### src/rtl/demux1_4_buf.sv
`default_nettype none
// ============================================================================
// Module   : demux1_4_buf
// Brief    : Buffered 1-to-4 steering block. One N-bit word per cycle is
//            routed by a 2-bit select into one of four independent
//            valid/ready channels, each backed by a one-entry holding
//            register. Per-channel delivery counters are read back through
//            a 4:1 select.
// Revision : 1.0 - initial release
// ============================================================================
module demux1_4_buf #(
   parameter int N  = 32,
   parameter int CW = 16
) (
   input  logic          clk,
   input  logic          rst,
   input  logic [N-1:0]  in_data,
   input  logic [1:0]    in_ctrl,
   input  logic          in_valid,
   output logic          in_ready,
   output logic [N-1:0]  A,
   output logic [N-1:0]  B,
   output logic [N-1:0]  C,
   output logic [N-1:0]  D,
   output logic [3:0]    out_valid,
   input  logic [3:0]    out_ready,
   input  logic [1:0]    cnt_sel,
   input  logic          cnt_clr,
   output logic [CW-1:0] cnt_out,
   output logic          idle
);

   localparam int          c_nch     = 4;
   localparam logic [CW-1:0] c_cnt_one = {{(CW-1){1'b0}}, 1'b1};

   // Per-channel state
   logic [N-1:0]  r_hold [c_nch];
   logic [3:0]    r_v;
   logic [CW-1:0] r_cnt  [c_nch];

   // Transfer qualifiers
   logic          w_push;
   logic [3:0]    w_push_vec;
   logic [3:0]    w_pop_vec;

   // Accept when the selected slot is empty or is being drained this cycle;
   // the out_ready -> in_ready path is what gives full throughput.
   always_comb begin
      in_ready = ~r_v[in_ctrl] | out_ready[in_ctrl];
   end

   // Decode the single push into a one-hot channel vector; pops are per channel.
   always_comb begin
      w_push     = in_valid & in_ready;
      w_push_vec = 4'b0000;
      if (w_push) begin
         w_push_vec[in_ctrl] = 1'b1;
      end
      w_pop_vec  = r_v & out_ready;
   end

   generate
      for (genvar k = 0; k < c_nch; k++) begin : g_chan

         // Holding register and valid flag: push wins over pop on the same
         // channel, so a simultaneous push/pop keeps the slot occupied.
         always_ff @(posedge clk or posedge rst) begin
            if (rst) begin
               r_hold[k] <= '0;
               r_v[k]    <= 1'b0;
            end else if (w_push_vec[k]) begin
               r_hold[k] <= in_data;
               r_v[k]    <= 1'b1;
            end else if (w_pop_vec[k]) begin
               r_v[k]    <= 1'b0;
            end
         end

         // Delivery counter: wraps naturally; a clear drops that cycle's pop.
         always_ff @(posedge clk or posedge rst) begin
            if (rst) begin
               r_cnt[k] <= '0;
            end else if (cnt_clr) begin
               r_cnt[k] <= '0;
            end else if (w_pop_vec[k]) begin
               r_cnt[k] <= r_cnt[k] + c_cnt_one;
            end
         end

      end
   endgenerate

   // Channel outputs and status; hold contents persist after a pop.
   always_comb begin
      A         = r_hold[0];
      B         = r_hold[1];
      C         = r_hold[2];
      D         = r_hold[3];
      out_valid = r_v;
      idle      = ~|r_v;
   end

   // Counter readback select.
   always_comb begin
      cnt_out = '0;
      case (cnt_sel)
         2'd0:    cnt_out = r_cnt[0];
         2'd1:    cnt_out = r_cnt[1];
         2'd2:    cnt_out = r_cnt[2];
         default: cnt_out = r_cnt[3];
      endcase
   end

endmodule
`default_nettype wire
### config.mk
export PLATFORM = sky130hd
export DESIGN_NAME = demux1_4_buf
export DESIGN_NICKNAME = d
export VERILOG_FILES = /design/src/rtl/demux1_4_buf.sv
export SDC_FILE = /design/constraint.sdc
export NUM_CORES = 1
export LEC_CHECK = 0
export CAP_MARGIN = 40
export CORE_MARGIN = 2
export CORE_UTILIZATION = 50
export CTS_CLUSTER_SIZE = 12
export DETAILED_ROUTE_END_ITERATION = 6
export PLACE_DENSITY = 0.8
export SETUP_SLACK_MARGIN = 0.1
export SLEW_MARGIN = 20
export SYNTH_ARGS = -nofsm -noshare
export SYNTH_HDL_FRONTEND = slang
export SYNTH_SLANG_ARGS = --single-unit
### constraint.sdc
create_clock -name clk -period 15.53 [get_ports clk]
set_clock_uncertainty 0.15 [all_clocks]
set_input_delay 3.106 -clock clk [delete_from_list [all_inputs] [get_ports clk]]
set_output_delay 3.106 -clock clk [all_outputs]
set_load 0.02 [all_outputs]
==> impl_metrics.py, run 1 <==
metrics = {
    "detailed_routing": {
        "vias": 6095,
        "m1WireLength_um": 8482,
        "drt-pass1-iter-count": 4,
        "drtIter0Drc": 314,
        "wl_per_cell_um": 20.70,
        "viasPerCell": 5.702,
        "antenna_left": 0,
        "met3WireLength_um": 1938,
        "highest_layer": "met4",
        "post-route-drc-count": 0,
        "wl_um": 22130,
        "route.met2.wl_um": 11160,
    },
    "power_and_ir_drop": {
        "power_mw": 1.411,
        "irDropWorstVdd_mv": 0.09924,
        "p_leak_nw": 4.646,
        "p_per_area_nw_per_um2": 124.5,
    },
    "global_routing": {
        "antenna_found_initial": 0,
        "grt_pass1_wl_um": 35320,
        "grt_pass1_vias": 6472,
        "grt_max_degree": 75,
        "grt.total_usage": 0.2576,
        "grt_remaining_overflow": 0,
    },
    "clock_tree": {
        "htree_levels": 4,
        "clock_sinks": 196,
        "worstSkewPairLatency_ps": 430,
        "cts_buffers": 17,
        "cts-hold-fix-buffers": 0,
        "cts.reportedPaths.clkPinSlew_ps": 70,
        "cts_repair_resize_count": 0,
        "clock_path_buffers": 2,
        "tritoncts": "done",
        "postCtsSetupBuffers": 0,
        "root_buffer": "clkbuf_16",
    },
    "place": {
        "port_buffers": 193,
        "place_congestion": 0.8742,
        "dp_cells": 1037,
        "dpl.hpwl_um": 15870,
    },
    "finish": {
        "syn2layout_area_growth_pct": 33.33,
        "drive_above_1_share": 0.08598,
        "final_cells": 1069,
        "register_area_sq_um": 4905,
        "mostFrequentLayoutCells": "dfrtp_1 (196), clkdlybuf4s50_1 (192), mux2_1 (127)",
        "final_util": 0.6836,
        "antennaDiodeCount": 0,
        "multi_input_area_sq_um": 3451,
        "final_common_cell": "dfrtp_1",
        "fillCellCount": 1172,
        "fin_nets": 884,
    },
    "synth": {
        "synth_compound_area_frac": 0.02604,
        "synth_mux_area_frac": 0.2172,
        "synth_nets": 690,
        "synth_top_family_by_area": "multiplexers",
        "synthFlopType": "dfrtp_1",
        "synth-seq-cells": 196,
        "yosysUniqueCellTypes": 37,
        "synth.yosys.seq_area_share": 0.5768,
        "avgSynthCellArea_sq_um": 13.24,
        "async_flop_share": 1.000,
        "synthesis.area_sq_um": 8503,
        "synth_edf_count": 0,
        "synthAdderAreaFrac": 0.005886,
        "synth.top_cells.by_area": "dfrtp_1 (58%), mux2_1 (17%), mux4_2 (4.5%)",
        "synth-simple-area-share": 0.1134,
        "yosysTopAreaCellShare": 0.5768,
        "synth_top_area_cell": "dfrtp_1",
        "yosysWarnings": 0,
        "synth-xor-area-share": 0.04223,
        "postSynthCellCount": 642,
    },
    "critical_path": {
        "crit_path_end_kind": "output port",
        "r2r_start": "out_valid[3]",
        "reg2reg_depth": 4,
        "ff2ff_setup_slack_ps": 13430,
        "arrival_ps": 5090,
        "path_max_fanout": 12,
        "critPathLaunchType": "input pin",
        "cp_data_required_time_ps": 12270,
        "critPathKind": "in -> out",
        "reg2reg_to": "D[18]",
    },
    "worst_hold_path": {
        "hold_path_end": "C[5]",
        "hold_path_class": "reg -> reg",
        "holdPathStages": 1,
        "min-delay-start": "C[5]",
    },
    "timing": {
        "min_period_ps": 8350,
        "rsz0062_at_grt": "false",
        "slew_headroom": 0.5204,
        "final_hold_viol_count": 0,
        "period_share": 0.5376,
        "fin_tns_setup_ps": 0,
        "setup_violations": 0,
        "fmax_mhz": 119.8,
        "maxSlewViolCount": 0,
        "worst_pin_slew_ps": 719.4,
    },
    "floorplan": {
        "coreArea_sq_um": 16580,
        "die_h_um": 134.4,
        "start_util": 0.5128,
        "die_x_um": 134.4,
        "ios": 194,
        "die-area_sq_um": 18070,
        "row_count": 47,
    },
    "status": {
        "status": "finished, final reports clean",
    },
    "job": {
        "maxCapViolCount": 0,
    },
}
## sequential cells by signal, summed over array words and instances (netlist names)
name / count
out_valid: 4
A: 32
B: 32
r_cnt: 64
D: 32
C: 32
## layout make-up
class,count,area share
sequential,196,0.4326
inverter,8,0.003090
timing repair buffer,202,0.1847
multi-input combinational,411,0.3044
tap,220,0.02428
clock inverter,12,0.009712
clock buffer,20,0.04117
## synthesized netlist by cell type, types with 2 or more instances
cell type  instances
dfrtp_1          196
mux2_1           127
nor2_1            47
nand2_1           30
a21oi_1           21
nand3_1           21
xor2_1            21
xnor2_1           20
nand4_1           18
mux4_2            17
buf_2             14
nor4_1            10
and4_1             9
clkbuf_1           9
o21ai_0            9
or3_1              9
inv_1              7
and3_1             6
nand2b_1           6
nor3_1             6
o31ai_1            5
or4_1              5
ha_1               4
and2_1             3
buf_1              3
mux2_2             3
nor2b_1            3
nor4_2             3
a31o_1             2
## report_power, final
group / switching [mW] / internal [mW] / leakage (nW)
clock network: 0.205 / 0.224 / 0.280
registers: 0.0429 / 0.582 / 2.46
logic: 0.182 / 0.176 / 1.90
## per-layer routing
metal,GRT usage,vias to the layer above
met1,0.3042,3108
met2,0.4323,228
met4,0.09123,0
met3,0.09826,46
li1,-,2713
met5,0,-
## through the flow
step / setup WS (ps) / hold WS [ps] / cell area [sq um]
floorplan: 6933 / 362.4 / 8503
detailed placement: 7170 / 323.7 / 10760
global route: 7123 / 360.0 / 11340
global placement: 6875 / 317.6 / 10620
finish: 7180 / 338.4 / 11340
CTS: 7170 / 340.6 / 11340
## logic make-up (layout without fill, tap and decap cells)
| logic type | count (synthesis) | after routing |
|---|---|---|
| buffers and inverters | 35 | 242 |
| DFF | 196 | 196 |
| adders and majority gates | 4 | 4 |
| xor gates and xnor gates | 41 | 41 |
| muxes | 147 | 147 |
| AOI/OAI and AO/OA | 39 | 39 |
| and+or+nand+nor | 180 | 180 |
## how the worst max path moves through the flow
stage                          start          to  slack (ps)  cells after the start
after floorplan                  rst        A[0]        6930                      1
after global placement    cnt_sel[0]  cnt_out[3]        6880                      3
after detailed placement  cnt_sel[0]  cnt_out[8]        7170                      4
after CTS                 cnt_sel[0]  cnt_out[8]        7170                      4
after global routing      cnt_sel[0]  cnt_out[8]        7120                      4
final                     cnt_sel[0]  cnt_out[8]        7180                      4
## critical path: stages
cell	delay (ps)
clkdlybuf4s50_1	660
buf_8	220
mux4_2	540
clkdlybuf4s50_1	550
Note: power is estimated with default switching activity, not from simulation.
==> run 2: changes to the inputs <==
Clock period 15.53 ns to 7.76 ns, I/O delays scaled along.
==> run 2 against run 1 <==
Net effect:
- critical path type unchanged
- clock power rose by 99%
- hold slack worse by 1.3 ps
- count of clock-buffer cells in the layout decreased by 1
- critical path depth unchanged
- sequential share of layout area is essentially flat
- highest routed layer unchanged
- die area is the same
- sequential power grew 100%
- utilization about the same
- via count fell by 0.87%
- wire length is 0.25% lower
- global-route usage is 0.33 points lower
- final area hardly changed
==> impl_metrics.py, run 2 (synthesized netlist as in run 1, its figures left out) <==
metrics = {
    "global_routing": {
        "antenna_found_initial": 1,
        "grt.total_usage": 0.2543,
        "grt_remaining_overflow": 0,
        "grt_pass1_vias": 6429,
        "grt_pass1_wl_um": 35330,
        "grt_max_degree": 60,
    },
    "detailed_routing": {
        "wl_um": 22070,
        "antenna_left": 0,
        "viasPerCell": 5.647,
        "vias": 6042,
        "drt-pass1-iter-count": 5,
        "post-route-drc-count": 0,
        "drtIter0Drc": 277,
        "wl_per_cell_um": 20.63,
    },
    "timing": {
        "period_share": 0.6743,
        "setup_violations": 0,
        "maxSlewViolCount": 0,
        "rsz0062_at_grt": "false",
        "min_period_ps": 5233,
        "final_hold_viol_count": 0,
        "worst_pin_slew_ps": 716.6,
        "slew_headroom": 0.5223,
        "fmax_mhz": 191.1,
        "fin_tns_setup_ps": 0,
    },
    "floorplan": {
        "coreArea_sq_um": 16580,
        "die_h_um": 134.4,
        "die_x_um": 134.4,
        "start_util": 0.5128,
        "ios": 194,
        "die-area_sq_um": 18070,
        "row_count": 47,
    },
    "finish": {
        "drive_above_1_share": 0.08481,
        "largest-register": "r_cnt",
        "mostFrequentLayoutCells": "dfrtp_1 (196), clkdlybuf4s50_1 (192), mux2_1 (127)",
        "final_common_cell": "dfrtp_1",
        "fin_nets": 884,
        "syn2layout_area_growth_pct": 33.26,
        "largest_register_ffs": 64,
        "fin_area_sq_um": 11330,
    },
    "worst_hold_path": {
        "holdPathStages": 1,
        "min-delay-start": "D[24]",
        "hold_path_class": "reg -> reg",
        "hold_path_end": "D[24]",
    },
    "critical_path": {
        "path_max_fanout": 12,
        "arrival_ps": 3530,
        "reg2reg_to": "B[28]",
        "reg2reg_depth": 4,
        "cp_data_required_time_ps": 6060,
        "critPathLaunchType": "input pin",
        "crit_path_end_kind": "output port",
        "ff2ff_setup_slack_ps": 5690,
        "critPathKind": "in -> out",
        "r2r_start": "out_valid[1]",
    },
    "clock_tree": {
        "worstSkewPairLatency_ps": 420,
        "cts-hold-fix-buffers": 0,
        "postCtsSetupBuffers": 0,
        "clock_path_buffers": 2,
        "cts_repair_resize_count": 0,
        "cts_buffers": 17,
        "root_buffer": "clkbuf_16",
        "cts.reportedPaths.clkPinSlew_ps": 70,
        "htree_levels": 4,
        "tritoncts": "done",
        "clock_sinks": 196,
    },
    "job": {
        "maxCapViolCount": 0,
    },
    "power_and_ir_drop": {
        "p_leak_nw": 4.648,
        "p_per_area_nw_per_um2": 248.7,
        "irDropWorstVdd_mv": 0.2091,
    },
    "place": {
        "place_congestion": 0.8680,
        "placed_cell_area_sq_um": 10750,
        "port_buffers": 193,
        "dpl.hpwl_um": 16000,
    },
    "status": {
        "status": "finished, final reports clean",
    },
}
run 2: worst max-delay path by stage:
stage | from | to | slack [ps] | cells past startpoint
floorplan | rst | A[0] | 720 | 1
global placement | cnt_sel[0] | cnt_out[3] | 2210 | 3
detailed placement | cnt_sel[0] | cnt_out[3] | 2500 | 4
CTS | cnt_sel[0] | cnt_out[3] | 2500 | 4
global route | cnt_sel[0] | cnt_out[3] | 2440 | 4
finish | cnt_sel[0] | cnt_out[3] | 2530 | 4
run 2: layout make-up:
cell class | instances | area, sq um
inverters | 8 | 35.03
multi-input cells | 411 | 3451
diodes | 1 | 2.502
well taps | 220 | 275.3
clock inverters | 13 | 132.6
repair buffers | 202 | 2087
fillers | 1182 | 5253
clock buffers | 19 | 442.9
flip-flops and latches | 196 | 4905
run 2: report_power, final:
group / leakage [nW] / total, mW / internal [mW] / switching (mW)
logic: 1.90 / 0.714 / 0.351 / 0.363
clock network: 0.285 / 0.854 / 0.438 / 0.416
registers: 2.46 / 1.25 / 1.16 / 0.0854
run 2: through the flow:
stage / power [mW] / cells / util / setup WS, ps / hold WS [ps]
global placement: 1.952 / 1031 / 0.6401 / 2213 / 317.2
finish: 2.818 / 1070 / 0.6833 / 2527 / 337.2
CTS: 2.848 / 1069 / 0.6831 / 2500 / 341.4
detailed placement: 1.985 / 1037 / 0.6484 / 2496 / 323.7
floorplan: 1.577 / 642 / - / 717.4 / 362.4
global route: 2.935 / 1070 / 0.6833 / 2442 / 359.0
run 2: worst max-delay path, cell delays in order:
cell and delay [ps]:
clkdlybuf4s50_1 660, buf_8 220, mux4_2 530, clkdlybuf4s50_1 560
run 2: routing by layer:
metal | part of all wire | track usage
met5 | 0 | 0
met4 | 0.022 | 0.07368
met3 | 0.090 | 0.09902
met2 | 0.50 | 0.4226
met1 | 0.39 | 0.3098
